`src/rtl/fpu_class_gen_pkg.sv`:
```
// Shared types and helpers for the FP class stimulus generator.
// Value construction and LFSR stepping live here so all users agree.
package fpu_class_gen_pkg;

  typedef logic [9:0] fclass_mask_t;

  localparam int CLS_NEG_INF  = 0;
  localparam int CLS_NEG_NORM = 1;
  localparam int CLS_NEG_SUB  = 2;
  localparam int CLS_NEG_ZERO = 3;
  localparam int CLS_POS_ZERO = 4;
  localparam int CLS_POS_SUB  = 5;
  localparam int CLS_POS_NORM = 6;
  localparam int CLS_POS_INF  = 7;
  localparam int CLS_SNAN     = 8;
  localparam int CLS_QNAN     = 9;

  localparam logic [7:0]  EXP_ONES     = 8'hFF;
  localparam logic [7:0]  EXP_MAX_NORM = 8'hFE;
  localparam logic [31:0] LFSR_TAPS    = 32'h8020_0003;

  typedef enum logic {IDLE, GEN} gen_state_t;

  function automatic logic is_onehot(fclass_mask_t m);
    return (m != '0) && ((m & (m - 10'd1)) == '0);
  endfunction

  function automatic logic [31:0] lfsr_step(logic [31:0] r);
    return {1'b0, r[31:1]} ^ (r[0] ? LFSR_TAPS : 32'h0);
  endfunction

  function automatic logic [31:0] build_value(
    fclass_mask_t cls,
    logic [31:0]  r
  );
    logic        s;
    logic [7:0]  e;
    logic [22:0] f;
    logic [21:0] p;
    logic [31:0] v;
    s = |cls[CLS_NEG_ZERO:CLS_NEG_INF];
    e = r[30:23];
    f = r[22:0];
    p = r[21:0];
    v = '0;
    unique case (1'b1)
      cls[CLS_NEG_INF], cls[CLS_POS_INF]:
        v = {s, EXP_ONES, 23'h0};
      cls[CLS_NEG_ZERO], cls[CLS_POS_ZERO]:
        v = {s, 31'h0};
      cls[CLS_NEG_SUB], cls[CLS_POS_SUB]:
        v = {s, 8'h00, (f == '0) ? 23'h1 : f};
      cls[CLS_NEG_NORM], cls[CLS_POS_NORM]: begin
        if (e == 8'h00)
          e = 8'h01;
        else if (e == EXP_ONES)
          e = EXP_MAX_NORM;
        v = {s, e, f};
      end
      cls[CLS_SNAN]:
        v = {r[31], EXP_ONES, 1'b0, (p == '0) ? 22'h1 : p};
      cls[CLS_QNAN]:
        v = {r[31], EXP_ONES, 1'b1, p};
      default:
        v = '0;
    endcase
    return v;
  endfunction

endpackage

```
`src/rtl/fpu_class_gen_if.sv`:
```
// Request and output beat stream of the class generator.
// master drives requests and sink ready; slave is the generator.
interface fpu_class_gen_if;
  import fpu_class_gen_pkg::*;

  logic         req_valid;
  logic         req_ready;
  fclass_mask_t req_class;
  logic [7:0]   req_count;
  logic         out_valid;
  logic         out_ready;
  logic [31:0]  out_data;
  fclass_mask_t out_class;
  logic         out_last;
  logic         err;

  modport master (
    output req_valid, req_class, req_count, out_ready,
    input  req_ready, out_valid, out_data, out_class,
    input  out_last, err
  );

  modport slave (
    input  req_valid, req_class, req_count, out_ready,
    output req_ready, out_valid, out_data, out_class,
    output out_last, err
  );

endinterface

```
`src/rtl/fpu_class_gen_lfsr.sv`:
```
// 32-bit Galois LFSR with seed load and step enable.
// A zero seed would lock up, so it is replaced by 1.
module fpu_lfsr32
  import fpu_class_gen_pkg::*;
(
  input  logic        clk,
  input  logic        rst_n,
  input  logic        load,
  input  logic [31:0] seed,
  input  logic        adv,
  output logic [31:0] state
);

  logic [31:0] seed_nz;
  logic [31:0] state_d;
  logic [31:0] state_q;

  assign seed_nz = (seed == '0) ? 32'h1 : seed;

  always_comb begin
    state_d = state_q;
    if (load)
      state_d = seed_nz;
    else if (adv)
      state_d = lfsr_step(state_q);
  end

  always_ff @(posedge clk) begin
    if (!rst_n)
      state_q <= seed_nz;
    else
      state_q <= state_d;
  end

  assign state = state_q;

endmodule

```
`src/rtl/fpu_class_gen.sv`:
```
// Emits a burst of random single-precision values of one
// requested fclass over a valid/ready stream.
module fpu_class_gen
  import fpu_class_gen_pkg::*;
#(
  parameter logic [31:0] SEED = 32'hACE1_2468
) (
  input logic           clk,
  input logic           rst_n,
  fpu_class_gen_if.slave bus
);

  gen_state_t   state_d, state_q;
  logic         req_ready_d, req_ready_q;
  logic         out_valid_d, out_valid_q;
  logic [31:0]  out_data_d, out_data_q;
  fclass_mask_t out_class_d, out_class_q;
  logic         out_last_d, out_last_q;
  logic         err_d, err_q;
  logic [8:0]   rem_d, rem_q;
  logic         lfsr_load;
  logic         lfsr_adv;
  logic [31:0]  lfsr_state;
  logic         accept;
  logic         hs;

  fpu_lfsr32 u_lfsr (
    .clk   (clk),
    .rst_n (rst_n),
    .load  (lfsr_load),
    .seed  (SEED),
    .adv   (lfsr_adv),
    .state (lfsr_state)
  );

  assign accept = bus.req_valid && req_ready_q;
  assign hs     = out_valid_q && bus.out_ready;

  always_comb begin
    state_d     = state_q;
    out_valid_d = out_valid_q;
    out_data_d  = out_data_q;
    out_class_d = out_class_q;
    out_last_d  = out_last_q;
    err_d       = 1'b0;
    rem_d       = rem_q;
    lfsr_load   = 1'b0;
    lfsr_adv    = 1'b0;
    unique case (state_q)
      IDLE: begin
        if (accept) begin
          if (is_onehot(bus.req_class)) begin
            state_d     = GEN;
            lfsr_load   = 1'b1;
            out_class_d = bus.req_class;
            rem_d = (bus.req_count == '0) ? 9'd256
                  : {1'b0, bus.req_count};
          end else begin
            err_d = 1'b1;
          end
        end
      end
      GEN: begin
        // First beat comes from the freshly loaded seed
        if (!out_valid_q) begin
          out_valid_d = 1'b1;
          out_data_d  = build_value(out_class_q, lfsr_state);
          out_last_d  = (rem_q == 9'd1);
        end else if (hs) begin
          lfsr_adv = 1'b1;
          rem_d    = rem_q - 9'd1;
          if (out_last_q) begin
            state_d     = IDLE;
            out_valid_d = 1'b0;
            out_last_d  = 1'b0;
          end else begin
            out_data_d = build_value(out_class_q,
                                     lfsr_step(lfsr_state));
            out_last_d = (rem_d == 9'd1);
          end
        end
      end
      default: state_d = IDLE;
    endcase
    req_ready_d = (state_d == IDLE);
  end

  always_ff @(posedge clk) begin
    if (!rst_n) begin
      state_q     <= IDLE;
      req_ready_q <= 1'b0;
      out_valid_q <= 1'b0;
      out_data_q  <= '0;
      out_class_q <= '0;
      out_last_q  <= 1'b0;
      err_q       <= 1'b0;
      rem_q       <= '0;
    end else begin
      state_q     <= state_d;
      req_ready_q <= req_ready_d;
      out_valid_q <= out_valid_d;
      out_data_q  <= out_data_d;
      out_class_q <= out_class_d;
      out_last_q  <= out_last_d;
      err_q       <= err_d;
      rem_q       <= rem_d;
    end
  end

  assign bus.req_ready = req_ready_q;
  assign bus.out_valid = out_valid_q;
  assign bus.out_data  = out_data_q;
  assign bus.out_class = out_class_q;
  assign bus.out_last  = out_last_q;
  assign bus.err       = err_q;

endmodule
```
`src/flat_wrapper.sv`:
```
// flat-port wrapper written by rule: the top's interface ports become plain ports
module fpu_class_gen_flat import fpu_class_gen_pkg::*;
#(
  parameter logic [31:0] SEED = 32'hACE1_2468
)
  (clk, rst_n, bus_req_valid, bus_req_class, bus_req_count, bus_out_ready, bus_req_ready, bus_out_valid, bus_out_data, bus_out_class, bus_out_last, bus_err);
  fpu_class_gen_if bus_i ();
  input logic clk;
  input logic rst_n;
  input wire logic [$bits(bus_i.req_valid)-1:0] bus_req_valid;
  input wire logic [$bits(bus_i.req_class)-1:0] bus_req_class;
  input wire logic [$bits(bus_i.req_count)-1:0] bus_req_count;
  input wire logic [$bits(bus_i.out_ready)-1:0] bus_out_ready;
  output wire logic [$bits(bus_i.req_ready)-1:0] bus_req_ready;
  output wire logic [$bits(bus_i.out_valid)-1:0] bus_out_valid;
  output wire logic [$bits(bus_i.out_data)-1:0] bus_out_data;
  output wire logic [$bits(bus_i.out_class)-1:0] bus_out_class;
  output wire logic [$bits(bus_i.out_last)-1:0] bus_out_last;
  output wire logic [$bits(bus_i.err)-1:0] bus_err;
  assign bus_i.req_valid = bus_req_valid;
  assign bus_i.req_class = bus_req_class;
  assign bus_i.req_count = bus_req_count;
  assign bus_i.out_ready = bus_out_ready;
  assign bus_req_ready = bus_i.req_ready;
  assign bus_out_valid = bus_i.out_valid;
  assign bus_out_data = bus_i.out_data;
  assign bus_out_class = bus_i.out_class;
  assign bus_out_last = bus_i.out_last;
  assign bus_err = bus_i.err;
  fpu_class_gen #(.SEED(SEED)) u_core (.clk(clk), .rst_n(rst_n), .bus(bus_i));
endmodule
```
`config.mk`:
```
export PLATFORM = sky130hd
export DESIGN_NAME = fpu_class_gen_flat
export DESIGN_NICKNAME = d
export VERILOG_FILES = /design/src/rtl/fpu_class_gen_pkg.sv /design/src/rtl/fpu_class_gen_if.sv /design/src/rtl/fpu_class_gen_lfsr.sv /design/src/rtl/fpu_class_gen.sv /design/src/flat_wrapper.sv
export SDC_FILE = /design/constraint.sdc
export NUM_CORES = 1
export LEC_CHECK = 0
export BUFFER_PORTS_ARGS = -buffer_cell sky130_fd_sc_hd__buf_2
export CAP_MARGIN = 20
export CORE_UTILIZATION = 28
export DETAILED_ROUTE_END_ITERATION = 6
export PLACE_DENSITY = 0.55
export SLEW_MARGIN = 20
export SYNTH_ARGS = -nofsm -noshare
export SYNTH_HDL_FRONTEND = slang
export SYNTH_HIERARCHICAL = 1
export SYNTH_SLANG_ARGS = --single-unit
```
`constraint.sdc`:
```
create_clock -name clk -period 6.6 [get_ports clk]
set_input_delay 0.33 -clock clk [delete_from_list [all_inputs] [get_ports clk]]
set_output_delay 0.33 -clock clk [all_outputs]
set_load 0.03 [all_outputs]
```
==> results.cfg <==
[sta]
fin_setup_tns_ps = 0
setup_viol = 0
rsz0062_at_grt = no
finalCritPeriodShare_pct = 43.7
skew_ps = 7.05
fin_crit_ps = 2880
drv_slew = 0
max_freq_ghz = 0.347
hold_viol_final = 0
relSlewSlack_pct = 34.1
tightest_slew_ps = 980

[layout]
final_common_cell = buf_2
fill_cells = 1622
final_cell_mix = buf_2 (67), conb_1 (64), dfxtp_1 (56), nor2_1 (49), edfxtp_1 (32)
final_area_um2 = 5650
diodes = 0
drive_gt1_share_pct = 22.1
area_growth_pct = 22.7
final_nets = 587

[power]
power.leakage_nw = 2.43
power_density_nw_per_um2 = 221
vdd_drop_max_mv = 0.141

[synthesis]
synth_area_um2 = 4600
synth_flop_cell = dfxtp_1
syn_area_per_cell_um2 = 10.5
ys_seq_area_share_pct = 45.3
synth-edff-count = 32
synth.distinct_cells = 60
synthCells = 439
synthArstFlopShare_pct = 0
ys_seq_elements = 88
ys_warn_count = 6

[drt]
wl_per_cell_um = 14.2
drt-initial-drc-count = 281
wl_mm = 11.1
first_pass_iters = 4
drt_drc_violations_left = 0
vias = 3740
ant_nets = 0
post_drt_via_cell_ratio = 4.78

[clock_network]
post_cts_buffers = 0
cts.sinks = 88
cts_tree = built
cts_buffers = 9
clkLatencyLatePin_ps = 340
h-tree-depth = 3
clockBufferDepth = 2
post_cts_resized = 0
ctsHoldBuffers = 0
clkTransAtPathRegs_ps = 60
clock-root-buffer = clkbuf_16

[critical_path]
crit_fanout = 36
cp-end-kind = flip-flop
critical_path_class = flip-flop to flip-flop
start_kind = flip-flop
crit_required_ps = 6590
rrSetupSlack_ps = 3720
arrival_ps = 2870
r2r.worst_path.cells = 7
r2r-end = u_core/u_lfsr/state[7]
r2r-start = u_core/state_q

[min_path]
worstHoldStart = bus_req_class[9]
holdPathStages = 3
hp-class = input port to flip-flop
whs_endpoint = u_core/bus.out_class[9]

[floorplanning]
fp.coreArea_um2 = 15900
rows = 46
ios = 68
fp.dieW_um = 130
dieArea_um2 = 16900
initial_core_util_pct = 28.9
die_y_um = 130

[placement]
postPlaceCellArea_um2 = 5320
dpl.hpwl_mm = 7.68
io_buffers = 67
globalplace.congestion = 0.826

[global_route]
overflow = 0
grt.total_usage_pct = 13.5
grt_max_degree = 37
antenna_found_initial = 0
grt_pass1_vias = 3520
grt_pass1_wl_mm = 18.0

[run]
max_cap_viol_count = 0

[run_status]
status = complete, no violations
final cells by class:
class	count	area, um^2	share of cell area, %
multi-input cells	378	2540	45.0
flip-flops and latches	88	2080	36.9
repair buffers	74	388	6.87
well taps	216	270	4.79
inverters	10	37.5	0.665
clock buffers	13	262	4.63
clock inverters	3	63.8	1.13
how the worst max path moves through the flow:
| stage | to | slack (ps) | from | cells past startpoint |
|---|---|---|---|---|
| after CTS | u_core/u_lfsr/state[5] | 3750 | u_core/state_q | 7 |
| final | u_core/u_lfsr/state[7] | 3720 | u_core/state_q | 7 |
| after detailed placement | u_core/u_lfsr/state[26] | 3470 | bus_req_class[0] | 9 |
| after global routing | u_core/u_lfsr/state[7] | 3480 | u_core/state_q | 7 |
| after floorplan | u_core/u_lfsr/state[0] | 3390 | bus_req_class[0] | 10 |
| after global placement | u_core/u_lfsr/state[8] | 3490 | bus_req_class[0] | 9 |
state kept, by name, summed over array words and instances, names as in the netlist:
| register | cells |
|---|---|
| u_core/bus.err | 1 |
| u_core/state_q | 1 |
| u_core/rem_q | 9 |
| u_core/bus.out_last | 1 |
| u_core/bus.out_data | 32 |
| u_core/bus.out_valid | 1 |
| u_core/u_lfsr/state | 32 |
| u_core/bus.out_class | 10 |
| u_core/bus.req_ready | 1 |
metal layers:
layer	wire length [um]	global-route usage [%]	share of wire [%]
met5	0	0	0
met4	153	5.06	1.4
met3	426	2.87	3.8
met2	5490	22.2	49
met1	5050	17.4	45
cell usage after synthesis (all sizes together), types with 6 or more instances:
| master | count | area share (%) |
|---|---|---|
| a211oi | 6 | 0.98 |
| a21oi | 16 | 1.7 |
| a221o | 20 | 4.4 |
| a22oi | 8 | 1.3 |
| and3 | 21 | 2.9 |
| buf | 10 | 2.6 |
| clkbuf | 15 | 1.2 |
| dfxtp | 56 | 24 |
| edfxtp | 32 | 21 |
| inv | 9 | 0.73 |
| mux2 | 31 | 9.5 |
| mux2i | 23 | 5.0 |
| nand2 | 11 | 0.90 |
| nand3 | 14 | 1.5 |
| nand4 | 7 | 0.95 |
| nor2 | 49 | 4.0 |
| nor2b | 6 | 0.98 |
| nor3 | 7 | 0.76 |
| nor4 | 21 | 2.9 |
| o21ai | 21 | 2.3 |
metrics by stage:
| step | setup slack [ps] | util (%) | total power [mW] | cells | hold WS (ps) |
|---|---|---|---|---|---|
| CTS | 3750 | 35.4 | 1.26 | 782 | 270 |
| global route | 3480 | 35.4 | 1.30 | 782 | 289 |
| floorplan | 3390 | - | 0.676 | 501 | 464 |
| detailed placement | 3470 | 33.4 | 0.700 | 766 | 454 |
| global placement | 3490 | 33.4 | 0.698 | 766 | 447 |
| finish | 3720 | 35.4 | 1.25 | 782 | 282 |
where the power goes:
| part | switching (mW) | internal (mW) | leakage (nW) |
|---|---|---|---|
| clock network | 0.203 | 0.354 | 0.157 |
| registers | 0.0218 | 0.583 | 0.764 |
| logic | 0.0427 | 0.0422 | 1.51 |
logic make-up (layout without fill, tap and decap cells):
kind of cell               count (synthesis)  in the layout  synth area share [%]
adders and majority gates                  4              4                  1.09
muxes                                     54             54                  14.6
DFF                                       88             88                  45.3
and+or+nand+nor                          159            159                  18.8
AOI/OAI and AO/OA                         90             90                  14.2
buffers and inverters                     35            100                  4.62
other                                      2             64                 0.163
xor gates and xnor gates                   7              7                  1.33
worst max-delay path: stages, from the launching register on:
cell	delay [ps]
dfxtp_1	610
nand3b_1	340
a211oi_1	330
and2_4	360
nor2b_4	60
buf_4	300
nand2b_1	140
buf_4	380
No activity file was read; power rests on OpenSTA's default activity.
